File: src/rtl/input_debounce_if.sv
// Raw pad inputs and debounced outputs of the switch/button front end.
// The board/driver side uses master; the debouncer uses slave.
interface input_debounce_if #(
    parameter int unsigned SW_W  = 8,
    parameter int unsigned BTN_W = 5
);
    logic [SW_W-1:0]  sw_raw;
    logic [BTN_W-1:0] btn_raw;
    logic [SW_W-1:0]  sw_db;
    logic [BTN_W-1:0] btn_db;
    logic [BTN_W-1:0] btn_press;

    modport master (
        output sw_raw,
        output btn_raw,
        input  sw_db,
        input  btn_db,
        input  btn_press
    );

    modport slave (
        input  sw_raw,
        input  btn_raw,
        output sw_db,
        output btn_db,
        output btn_press
    );
endinterface

File: src/rtl/input_debounce.sv
// Switch/button front end: 2-flop synchronisers, tick-sampled per-bit debounce,
// and one-cycle press pulses on debounced button rises.
module input_debounce #(
    parameter int unsigned SW_W         = 8,
    parameter int unsigned BTN_W        = 5,
    parameter int unsigned TICK_DIV     = 50000,
    parameter int unsigned STABLE_TICKS = 16
) (
    input  logic           clk,
    input  logic           rst_n,
    input_debounce_if.slave bus
);
    localparam int unsigned ALL_W = SW_W + BTN_W;
    localparam int unsigned DIV_W = (TICK_DIV > 1) ? $clog2(TICK_DIV) : 1;
    localparam int unsigned STB_W = (STABLE_TICKS > 1) ? $clog2(STABLE_TICKS) : 1;
    localparam logic [DIV_W-1:0] DIV_LAST = DIV_W'(TICK_DIV - 1);
    localparam logic [STB_W-1:0] STB_LAST = STB_W'(STABLE_TICKS - 1);

    generate
        if (TICK_DIV < 1 || STABLE_TICKS < 1) begin : g_bad_params
            $error("input_debounce: TICK_DIV and STABLE_TICKS must be >= 1");
        end
    endgenerate

    // Switches occupy the low bits, buttons the high bits of every per-bit vector.
    logic [ALL_W-1:0] raw_c;
    logic [ALL_W-1:0] sync1_q;
    logic [ALL_W-1:0] sync2_q;

    logic [DIV_W-1:0] div_q;
    logic [DIV_W-1:0] div_d;
    logic             tick_c;

    logic [ALL_W-1:0] db_q;
    logic [ALL_W-1:0] db_d;
    logic [STB_W-1:0] stb_q [ALL_W];
    logic [STB_W-1:0] stb_d [ALL_W];

    logic [BTN_W-1:0] press_q;
    logic [BTN_W-1:0] press_d;

    assign raw_c = {bus.btn_raw, bus.sw_raw};

    // Two-flop synchroniser; only the second stage feeds logic.
    always_ff @(posedge clk or negedge rst_n) begin
        if (!rst_n) begin
            sync1_q <= '0;
            sync2_q <= '0;
        end else begin
            sync1_q <= raw_c;
            sync2_q <= sync1_q;
        end
    end

    // Sample-tick prescaler.
    assign tick_c = (div_q == DIV_LAST);

    always_comb begin
        div_d = div_q + DIV_W'(1);
        if (tick_c) begin
            div_d = '0;
        end
    end

    always_ff @(posedge clk or negedge rst_n) begin
        if (!rst_n) begin
            div_q <= '0;
        end else begin
            div_q <= div_d;
        end
    end

    // A tick that sees the accepted level again discards all progress toward a change.
    always_comb begin
        db_d = db_q;
        for (int i = 0; i < int'(ALL_W); i++) begin
            stb_d[i] = stb_q[i];
            if (tick_c) begin
                if (sync2_q[i] == db_q[i]) begin
                    stb_d[i] = '0;
                end else if (stb_q[i] == STB_LAST) begin
                    db_d[i]  = sync2_q[i];
                    stb_d[i] = '0;
                end else begin
                    stb_d[i] = stb_q[i] + STB_W'(1);
                end
            end
        end
    end

    always_ff @(posedge clk or negedge rst_n) begin
        if (!rst_n) begin
            db_q <= '0;
            for (int i = 0; i < int'(ALL_W); i++) begin
                stb_q[i] <= '0;
            end
        end else begin
            db_q <= db_d;
            for (int i = 0; i < int'(ALL_W); i++) begin
                stb_q[i] <= stb_d[i];
            end
        end
    end

    // Registering next & ~current lines the pulse up with the first cycle btn_db is high.
    assign press_d = db_d[ALL_W-1:SW_W] & ~db_q[ALL_W-1:SW_W];

    always_ff @(posedge clk or negedge rst_n) begin
        if (!rst_n) begin
            press_q <= '0;
        end else begin
            press_q <= press_d;
        end
    end

    assign bus.sw_db     = db_q[SW_W-1:0];
    assign bus.btn_db    = db_q[ALL_W-1:SW_W];
    assign bus.btn_press = press_q;

endmodule

File: src/flat_wrapper.sv
// flat-port wrapper written by rule: the top's interface ports become plain ports
module input_debounce_flat 
#(
    parameter int unsigned SW_W         = 8,
    parameter int unsigned BTN_W        = 5,
    parameter int unsigned TICK_DIV     = 50000,
    parameter int unsigned STABLE_TICKS = 16
)
  (clk, rst_n, bus_sw_raw, bus_btn_raw, bus_sw_db, bus_btn_db, bus_btn_press);
  input_debounce_if #(.SW_W(SW_W), .BTN_W(BTN_W)) bus_i ();
  input  logic clk;
  input  logic rst_n;
  input wire logic [$bits(bus_i.sw_raw)-1:0] bus_sw_raw;
  input wire logic [$bits(bus_i.btn_raw)-1:0] bus_btn_raw;
  output wire logic [$bits(bus_i.sw_db)-1:0] bus_sw_db;
  output wire logic [$bits(bus_i.btn_db)-1:0] bus_btn_db;
  output wire logic [$bits(bus_i.btn_press)-1:0] bus_btn_press;
  assign bus_i.sw_raw = bus_sw_raw;
  assign bus_i.btn_raw = bus_btn_raw;
  assign bus_sw_db = bus_i.sw_db;
  assign bus_btn_db = bus_i.btn_db;
  assign bus_btn_press = bus_i.btn_press;
  input_debounce #(.SW_W(SW_W), .BTN_W(BTN_W), .TICK_DIV(TICK_DIV), .STABLE_TICKS(STABLE_TICKS)) u_core (.clk(clk), .rst_n(rst_n), .bus(bus_i));
endmodule
File: config.mk
export PLATFORM = sky130hd
export DESIGN_NAME = input_debounce_flat
export DESIGN_NICKNAME = d
export VERILOG_FILES = /design/src/rtl/input_debounce_if.sv /design/src/rtl/input_debounce.sv /design/src/flat_wrapper.sv
export SDC_FILE = /design/constraint.sdc
export NUM_CORES = 1
export LEC_CHECK = 0
export BUFFER_PORTS_ARGS = -buffer_cell sky130_fd_sc_hd__buf_2
export CAP_MARGIN = 20
export CORE_ASPECT_RATIO = 2
export CORE_UTILIZATION = 50
export DETAILED_ROUTE_END_ITERATION = 16
export PLACE_DENSITY_LB_ADDON = 0.08
export SYNTH_ARGS = -nofsm -noshare
export SYNTH_HDL_FRONTEND = slang
export SYNTH_SLANG_ARGS = --single-unit
File: constraint.sdc
create_clock -name clk -period 1.94 [get_ports clk]
set_clock_uncertainty 0.1 [all_clocks]
set_input_delay 0.388 -clock clk [delete_from_list [all_inputs] [get_ports clk]]
set_output_delay 0.388 -clock clk [all_outputs]
set_load 0.05 [all_outputs]
Word-level counts from Yosys, hierarchy flattened
Cells that the tools add are included.
{"block": "totals", "register_bits": 112, "inputBits": 15, "output_inout_bits": 18}
{"block": "op_classes", "eq_ne": 27, "n_bitwise": 10, "addsub": 14, "reduce_logical": 8, "muxes": 42}
{"operator": "4-bit two-way mux", "n": 26}
{"operator": "4-bit by 1-bit adder with 4-bit output, second input constant", "n": 13}
{"operator": "4-bit == test, second input constant", "n": 13}
{"operator": "3-bit AND reduction", "n": 8}
{"operator": "16-bit by 1-bit adder with 16-bit output, second input constant", "n": 1}
{"operator": "16-bit == test, second input constant", "n": 1}
{"operator": "16-bit two-way mux", "n": 1}
{"operator": "1-bit two-way mux", "n": 15}
{"operator": "1-bit == test", "n": 13}
{"operator": "1-bit inverter", "n": 8}
{"operator": "5-bit bitwise AND", "n": 1}
{"operator": "5-bit inverter", "n": 1}

Logic depth before layout (Yosys ltp)
Gate-level depths: netlist of the first run.
{"block": "logic_depth", "word_depth": 5, "ltp_mapped": 7, "depth_no_buf": 5}

Worst setup path after synthesis of the first run
Ideal clock, no wire load.
{"block": "synth_path", "path_type": "register to register", "from": "reg u_core.div_q[0]", "to": "reg u_core.stb_q[3] (netlist name)", "stages_incl_launch_ff": 6, "setup_time_ns": 0.095, "required_time_ns": 1.745, "path_buffers": 0, "path_slack_ns": 0.142, "arrival_time_ns": 1.603, "path_cell_list": "dfrtp_1 > ha_1 > nand3_2 > nand4b_2 > or3_1 > o31ai_1"}
{"block": "synth_via", "elab_chain_cells": 1}
{"element": "start, declared", "line_no": "input_debounce.sv:30", "rtl": "logic [DIV_W-1:0] div_q;"}
{"element": "start signal, assigned", "line_no": "input_debounce.sv:69", "rtl": "div_q <= div_d;"}
{"element": "16-bit == test", "line_no": "input_debounce.sv:56", "rtl": "assign tick_c = (div_q == DIV_LAST);"}
{"element": "end signal, assigned by index", "line_no": "input_debounce.sv:100", "rtl": "stb_q[i] <= stb_d[i];"}
{"element": "end, declared", "line_no": "input_debounce.sv:36", "rtl": "logic [STB_W-1:0] stb_q [ALL_W];"}
No other way between the ends.
A chain may end at the register's enable or synchronous reset.

Worst setup path after layout of the first run
{"block": "layout_path", "from": "reg u_core.div_q[7]", "to": "reg u_core.db_q[10]"}
{"block": "layout_via", "elab_chain_cells": 2}
{"element": "16-bit == test", "line_no": "input_debounce.sv:56"}
{"element": "1-bit two-way mux", "line_no": "input_debounce.sv:78", "rtl": "if (tick_c) begin"}
{"element": "named net u_core.db_d[10]", "line_no": "input_debounce.sv:35", "rtl": "logic [ALL_W-1:0] db_d;"}
{"element": "end signal, assigned", "line_no": "input_debounce.sv:93", "rtl": "db_q <= '0;"}
{"element": "end signal, assigned", "line_no": "input_debounce.sv:98", "rtl": "db_q <= db_d;"}
{"element": "end, declared", "line_no": "input_debounce.sv:34", "rtl": "logic [ALL_W-1:0] db_q;"}
The timed path passes the listed nets, and every way through them passes these cells.

==> summary.md, run 1 <==
| Metric | Value |
|---|---|
| Rows | `51` |
| Share of the synthesized area in the top cell type | `0.564` |
| Root Driver | `clkbuf_16` |
| Max Clock Freq | `0.518 GHz` |
| Vias in the first global route | `between 3000 and 4000` |
| Final ANT Viol Nets | `0` |
| Wire per inst | `14.9 um` |
| Ys Warns | `0` |
| Sequential share of the synthesized area | `0.564` |
| Nets@finish | `540` |
| Die area | `10400 sq um` |
| Drt pass-1 iters | `4` |
| Crit path buf inv count | `1` |
| Die H | `143 um` |
| Total GRT Usage | `0.205` |
| Status | `finished, final reports clean` |
| Post-DP HPWL | `6470 um` |
| CP Cell Sequence | `nor4b_4 -> and4b_2 -> buf_12 -> nand4_1 -> mux2_4` |
| RSZ-0062 raised after global routing | `true` |
| Fin crit period | `1.93 ns` |
| Synth Cell Area | `4970 sq um` |
| Most frequent cells in the layout | `112 x dfrtp_1, 54 x o21ai_0, 53 x nand2_1, 31 x buf_2, 22 x buf_4` |
| Startpoint Class | `flip-flop` |
| Data arrival, critical path | `2.06 ns` |
| Core Util, Final | `0.612` |
| Flops & latches, synth | `between 100 and 150` |
| Top Family by Delay on Critical Path | `simple AND/OR/NAND/NOR gates` |
| Die W | `72.5 um` |
| Worst Tran Pin Value | `0.463 ns` |
| Yosys cell types | `35` |
| Pin count of the biggest net entering global routing | `42` |
| TNS Setup | `0 ns` |
| Lkg Pwr | `2.95 nW` |
| CTS Buf Count | `9` |
| Maximum fanout along the worst path | `10` |
| CP max-delay cell | `dfrtp_1` |
| Reg clk slew, reported paths | `approximately 0.08 ns` |
| Post-synth ARST share | `1.00` |
| Required time worst endpoint | `approximately 2.1 ns` |
| CP peak stage delay | `0.42 ns` |
| Initial Utilization | `0.512` |
| FF/Latch Area | `about 2800 sq um` |
| Layout cell share with drive strength beyond 1 | `0.207` |
| Mean Syn Cell Area | `~11 sq um` |
| Gpl congestion | `around 0.81` |
| Hold crit path type | `in -> reg` |
| Most common flop cell mapped by yosys | `dfrtp_1` |
| CTS tree | `yes` |
| Fin crit share | `0.995` |
| Clk buf depth | `2` |
| Diode count | `0` |
| Pwr dens | `around 770 nW/um^2` |
| First-pass GRT wire length | `16500 um` |
| Area Growth Syn to Fin | `19.6%` |
| PortBufs | `32` |
| Initial DRC Count | `roughly 230` |
| IO Pins | `33` |
| Maximum vdd drop | `just under 0.6 mV` |
| Fillers | `a little over 800` |
| Most common cell after layout, fill and taps aside | `dfrtp_1` |
| Count of final setup violators | `0` |
| Largest area contributor in the netlist | `dfrtp_1` |
| Drt drc | `0` |
| Vias | `around 3600` |
| Worst skew pair latency | `0.34 ns` |
| H-tree levels | `3` |
| Area of the multi-input gates | `2150 sq um` |
| Number of hold violations in the final report | `0` |
| Routed vias/inst | `around 5.6` |
| MaxCap Viol Count | `0` |
| Total clock sinks | `112` |
| Top post-synthesis cells by area | `dfrtp_1 56%, o21ai_0 6.4%, nand2_1 4.2%, ha_1 3.5%, xor2_1 3.5%` |
| Kind of critical path | `reg -> reg` |
| Total Routed Length | `9620 um` |
| Worst setup EP type | `flip-flop` |
| Max-slew violations | `0` |
| Synth Instances | `450` |
| Slew headroom | `0.689` |
| Gr ovfl total | `0` |
| Net count after synthesis | `~480` |
| Core Footprint | `9700 sq um` |
| Post-synth EDFFs | `0` |
| Initial antenna violation count | `0` |
## what timing repair did
item                                    4_1_cts  5_1_grt
buffers inserted                              3        1
gates cloned                                  2        0
resized for setup                             6       13
endpoints found under the hold margin        23        0
endpoints found under the setup margin        5       24
pin swaps                                     2        5
hold buffers                                  1        0
## kinds of logic (layout without fill, tap and decap cells)
family / after synthesis / in the layout / synth area share
simple gates: 157 / 157 / 0.173
flops: 112 / 112 / 0.564
compound gates: 105 / 105 / 0.122
xor+xnor: 37 / 37 / 0.0652
fa+ha+maj: 14 / 14 / 0.0353
buf+inv: 12 / 78 / 0.0113
mux: 13 / 13 / 0.0295
## cell usage after synthesis, drive strengths merged (2+ instances only)
cell,n
xor2,20
and3,2
nand2,55
nor3b,6
nand4b,13
nor3,3
o21ai,65
a21o,13
clkbuf,5
ha,14
mux2,13
nor4b,2
buf,5
dfrtp,112
xnor2,17
inv,2
nand2b,12
and4bb,2
a31o,12
a21oi,14
nor2,20
nand3,18
nand4,15
nor4,3
or3,3
## final cells by class
type | count | area share
inverter | 2 | 0.00126
timing repair buffer | 60 | 0.0801
sequential | 112 | 0.472
clock buffer | 10 | 0.0402
tap | 132 | 0.0278
clock inverter | 6 | 0.0164
multi-input combinational | 326 | 0.362
## metrics by stage
stage	hold WS, ns	cells	instance area [sq um]	setup WS (ns)	power, mW
after global routing	0.0267	648	5940	-0.0474	4.71
after detailed placement	0.235	625	5460	-0.0459	2.54
after global placement	0.233	625	5460	0.0440	2.54
after CTS	0.0320	647	5900	-0.0194	4.60
after floorplan	-0.00759	450	4970	0.142	2.46
final	0.0444	648	5940	0.0105	4.55
## worst paths after layout
kind | depth (start not counted) | start | slack, ns | endpoint
setup reg to reg | 5 | u_core.div_q[7] | 0.01 | u_core.db_q[10]
hold reg to reg | 0 | u_core.sync1_q[5] | 0.25 | u_core.sync2_q[5]
max in group asynchronous | 3 | rst_n | 0.81 | u_core.stb_q[37]
hold / removal | 1 | bus_btn_raw[4] | 0.04 | u_core.sync1_q[12]
min in group asynchronous | 2 | rst_n | 0.41 | u_core.db_q[8]
setup / recovery | 5 | u_core.div_q[7] | 0.01 | u_core.db_q[10]
## report_power, final
part	internal, mW	switching, mW	leakage, nW
Clock	1.19	0.865	0.166
Sequential	2.36	0.0192	1.49
Combinational	0.0413	0.0697	1.29
## state kept, by name (all words and copies together) (netlist names)
name / cells
u_core.bus.btn_press: 5
u_core.db_q: 13
u_core.div_q: 16
u_core.sync1_q: 13
u_core.stb_q: 52
u_core.sync2_q: 13
## worst register-to-register path, stage by stage (launching register included)
cell,delay (ns)
dfrtp_1,0.42
nor4b_4,0.30
and4b_2,0.36
buf_12,0.16
nand4_1,0.16
mux2_4,0.33
## layer usage
metal,track usage,up-vias,share of wire
li1,-,1740,-
met1,0.231,1837,0.41
met2,0.371,27,0.56
met3,0.0339,10,0.011
met4,0.0857,0,0.017
met5,0,-,0
No activity file was read; power rests on OpenSTA's default activity.
==> inputs of run 2 (changes only) <==
- GPL_TIMING_DRIVEN: not set -> 0
- PLACE_DENSITY: not set -> 0.78
- PLACE_DENSITY_LB_ADDON: 0.08 -> not set
==> run 2 against run 1 <==
  * The run now ends with setup timing left
  * Via count is 1.1% higher
  * Sequential share of layout area increased by 0.96 points
  * Non-clock buffer count is 7 lower
  * Setup slack lost 0.021 ns
  * Highest routed layer unchanged
==> summary.md, run 2 (synthesized netlist as in run 1, its figures left out) <==
| Metric | Value |
|---|---|
| TNS Setup | `-0.0127 ns (was 0 ns)` |
| H-tree levels | `3 (unchanged)` |
| Maximum fanout along the worst path | `9 (was 10)` |
| Number of hold violations in the final report | `0 (unchanged)` |
| Startpoint Class | `flip-flop (unchanged)` |
| Total GRT Usage | `0.215 (was 0.205)` |
| Failing checks | `setup timing` |
| Vias | `3654 (was 3614)` |
| Max-slew violations | `0 (unchanged)` |
| Worst skew pair latency | `0.35 ns (was 0.34 ns)` |
| Routed vias/inst | `5.70 (was 5.58)` |
| Slew headroom | `0.615 (was 0.689)` |
| Layout cell share with drive strength beyond 1 | `0.193 (was 0.207)` |
| Maximum vdd drop | `0.651 mV (was 0.581 mV)` |
| GR peak layer | `met2 (unchanged)` |
| Data arrival, critical path | `2.10 ns (was 2.06 ns)` |
| Worst Tran Pin Value | `0.578 ns (was 0.463 ns)` |
| Initial DRC Count | `213 (was 231)` |
| Met3 Usage GRT | `0.0367 (was 0.0339)` |
| Fin crit share | `1.01 (was 0.995)` |
| Gr ovfl total | `0 (unchanged)` |
| Die area | `10400 sq um (unchanged)` |
| Worst setup EP type | `flip-flop (unchanged)` |
| Pwr dens | `784 nW/um^2 (was 766 nW/um^2)` |
| CP Cell Sequence | `nor4b_4 -> buf_4 -> nand4b_4 -> or3_4 -> o31ai_2 (was nor4b_4 -> and4b_2 -> buf_12 -> nand4_1 -> mux2_4)` |
| GRT met1 Usage | `0.243 (was 0.231)` |
| Drt pass-1 iters | `4 (unchanged)` |
| Finished Cell Area | `5820 sq um (was 5940 sq um)` |
| RSZ-0062 raised after global routing | `true (unchanged)` |
| Total Routed Length | `10400 um (was 9620 um)` |
| Total clock sinks | `112 (unchanged)` |
| Die W | `72.5 um (unchanged)` |
| Final ANT Viol Nets | `0 (unchanged)` |
| Clk buf depth | `2 (unchanged)` |
| Setup ws final | `-0.0108 ns (was 0.0105 ns)` |
| Pin count of the biggest net entering global routing | `71 (was 42)` |
| CTS Buf Count | `9 (unchanged)` |
| Diode count | `0 (unchanged)` |
| Core Footprint | `9700 sq um (unchanged)` |
| IO Pins | `33 (unchanged)` |
| Overall Power | `4.56 mW (was 4.55 mW)` |
| Required time worst endpoint | `2.09 ns (was 2.07 ns)` |
| Crit path buf inv count | `1 (unchanged)` |
| CP peak stage delay | `0.43 ns (was 0.42 ns)` |
| Top Family by Delay on Critical Path | `simple AND/OR/NAND/NOR gates (unchanged)` |
| Rows | `51 (unchanged)` |
| Die H | `143 um (unchanged)` |
| Gpl congestion | `0.842 (was 0.809)` |
| PortBufs | `32 (unchanged)` |
| Max Clock Freq | `0.513 GHz (was 0.518 GHz)` |
| First-pass GRT wire length | `17000 um (was 16500 um)` |
| Kind of critical path | `reg -> reg (unchanged)` |
| Placed cell area | `5320 sq um (was 5460 sq um)` |
| Hold crit path type | `in -> reg (unchanged)` |
| Most frequent cells in the layout | `111 x dfrtp_1, 57 x o21ai_0, 55 x nand2_1, 32 x buf_2 (was 112 x dfrtp_1, 54 x o21ai_0, 53 x nand2_1, 31 x buf_2, 22 x buf_4)` |
| MaxCap Viol Count | `0 (unchanged)` |
| Vias in the first global route | `3697 (was 3650)` |
| Count of final setup violators | `2 (was 0)` |
| Reg with most FFs | `u_core.stb_q (unchanged)` |
| Post-DP HPWL | `6990 um (was 6470 um)` |
| CTS tree | `yes (unchanged)` |
| Wire per inst | `16.2 um (was 14.9 um)` |
| DP Worst Slack | `-0.221 ns (was -0.0459 ns)` |
| Grt met2 use | `0.379 (was 0.371)` |
| Nets@finish | `533 (was 540)` |
| Most common cell after layout, fill and taps aside | `dfrtp_1 (unchanged)` |
| Reg clk slew, reported paths | `0.07 ns (was 0.08 ns)` |
| Initial Utilization | `0.512 (unchanged)` |
| Area Growth Syn to Fin | `17.2% (was 19.6%)` |
| Fillers | `803 (was 827)` |
| Fin crit period | `1.95 ns (was 1.93 ns)` |
| Number of flip-flops under the largest register name | `52 (unchanged)` |
| Initial antenna violation count | `0 (unchanged)` |
| Root Driver | `clkbuf_16 (unchanged)` |
| Top flop regs | `u_core.stb_q (52), u_core.div_q (16) (unchanged)` |
| Lkg Pwr | `2.89 nW (was 2.95 nW)` |
| CP max-delay cell | `dfrtp_2 (was dfrtp_1)` |
| Status | `finished with violations (was finished, final reports clean)` |
| Drt drc | `0 (unchanged)` |
[run 2: per-layer routing]
metal  routed length [um]  part of all wire
met5                    0                 0
met4                  324             0.031
met3                  360             0.035
met2                 5710              0.55
met1                 3960              0.38
[run 2: power breakdown]
group	internal [mW]	switching [mW]	leakage [nW]
Combinational	0.0375	0.0709	1.24
Sequential	2.36	0.0193	1.49
Clock	1.26	0.818	0.162
Total	3.66	0.908	2.89
[run 2: repair_timing]
item | CTS | global route
endpoints found under the setup margin | 66 | 53
hold buffers | 1 | 0
hold endpoints to repair | 42 | 0
resized for setup | 17 | 16
buffers inserted | 5 | 4
pin swaps | 2 | 5
[run 2: cell type report]
class / count / area [sq um] / area share
Sequential cell: 112 / 2800 / 0.482
Multi-Input combinational cell: 326 / 2160 / 0.372
Timing Repair Buffer: 43 / 268 / 0.0460
Clock buffer: 10 / 229 / 0.0393
Tap cell: 132 / 165 / 0.0284
Clock inverter: 6 / 108 / 0.0185
Buffer: 10 / 77.6 / 0.0133
Inverter: 2 / 7.51 / 0.00129
[run 2: stage by stage]
| stage | util | std cells | hold WS, ns |
|---|---|---|---|
| after floorplan | - | 450 | -0.00759 |
| after global placement | 0.546 | 614 | 0.232 |
| after detailed placement | 0.549 | 615 | 0.235 |
| after CTS | 0.595 | 637 | 0.0342 |
| after global routing | 0.600 | 641 | 0.0326 |
| final | 0.600 | 641 | 0.0401 |
[run 2: worst paths after layout]
check | from | endpoint | slack [ns] | cells past startpoint
min | bus_sw_raw[3] | u_core.sync1_q[3] | 0.04 | 1
min in group asynchronous | rst_n | u_core.sync2_q[3] | 0.47 | 2
max reg2reg | u_core.div_q[5] | u_core.stb_q[3] | -0.01 | 5
min reg2reg | u_core.sync1_q[0] | u_core.sync2_q[0] | 0.25 | 0
max in group asynchronous | rst_n | u_core.div_q[5] | 0.53 | 3
max | u_core.div_q[5] | u_core.stb_q[3] | -0.01 | 5
[run 2: worst register-to-register path, delay by kind of cell, from the launching register on]
| kind | cells | cell delay [ns] |
|---|---|---|
| AND/OR/NAND/NOR | 3 | 0.94 |
| flip-flops | 1 | 0.43 |
| AO/OA/AOI/OAI | 1 | 0.22 |
| buffers and inverters | 1 | 0.18 |
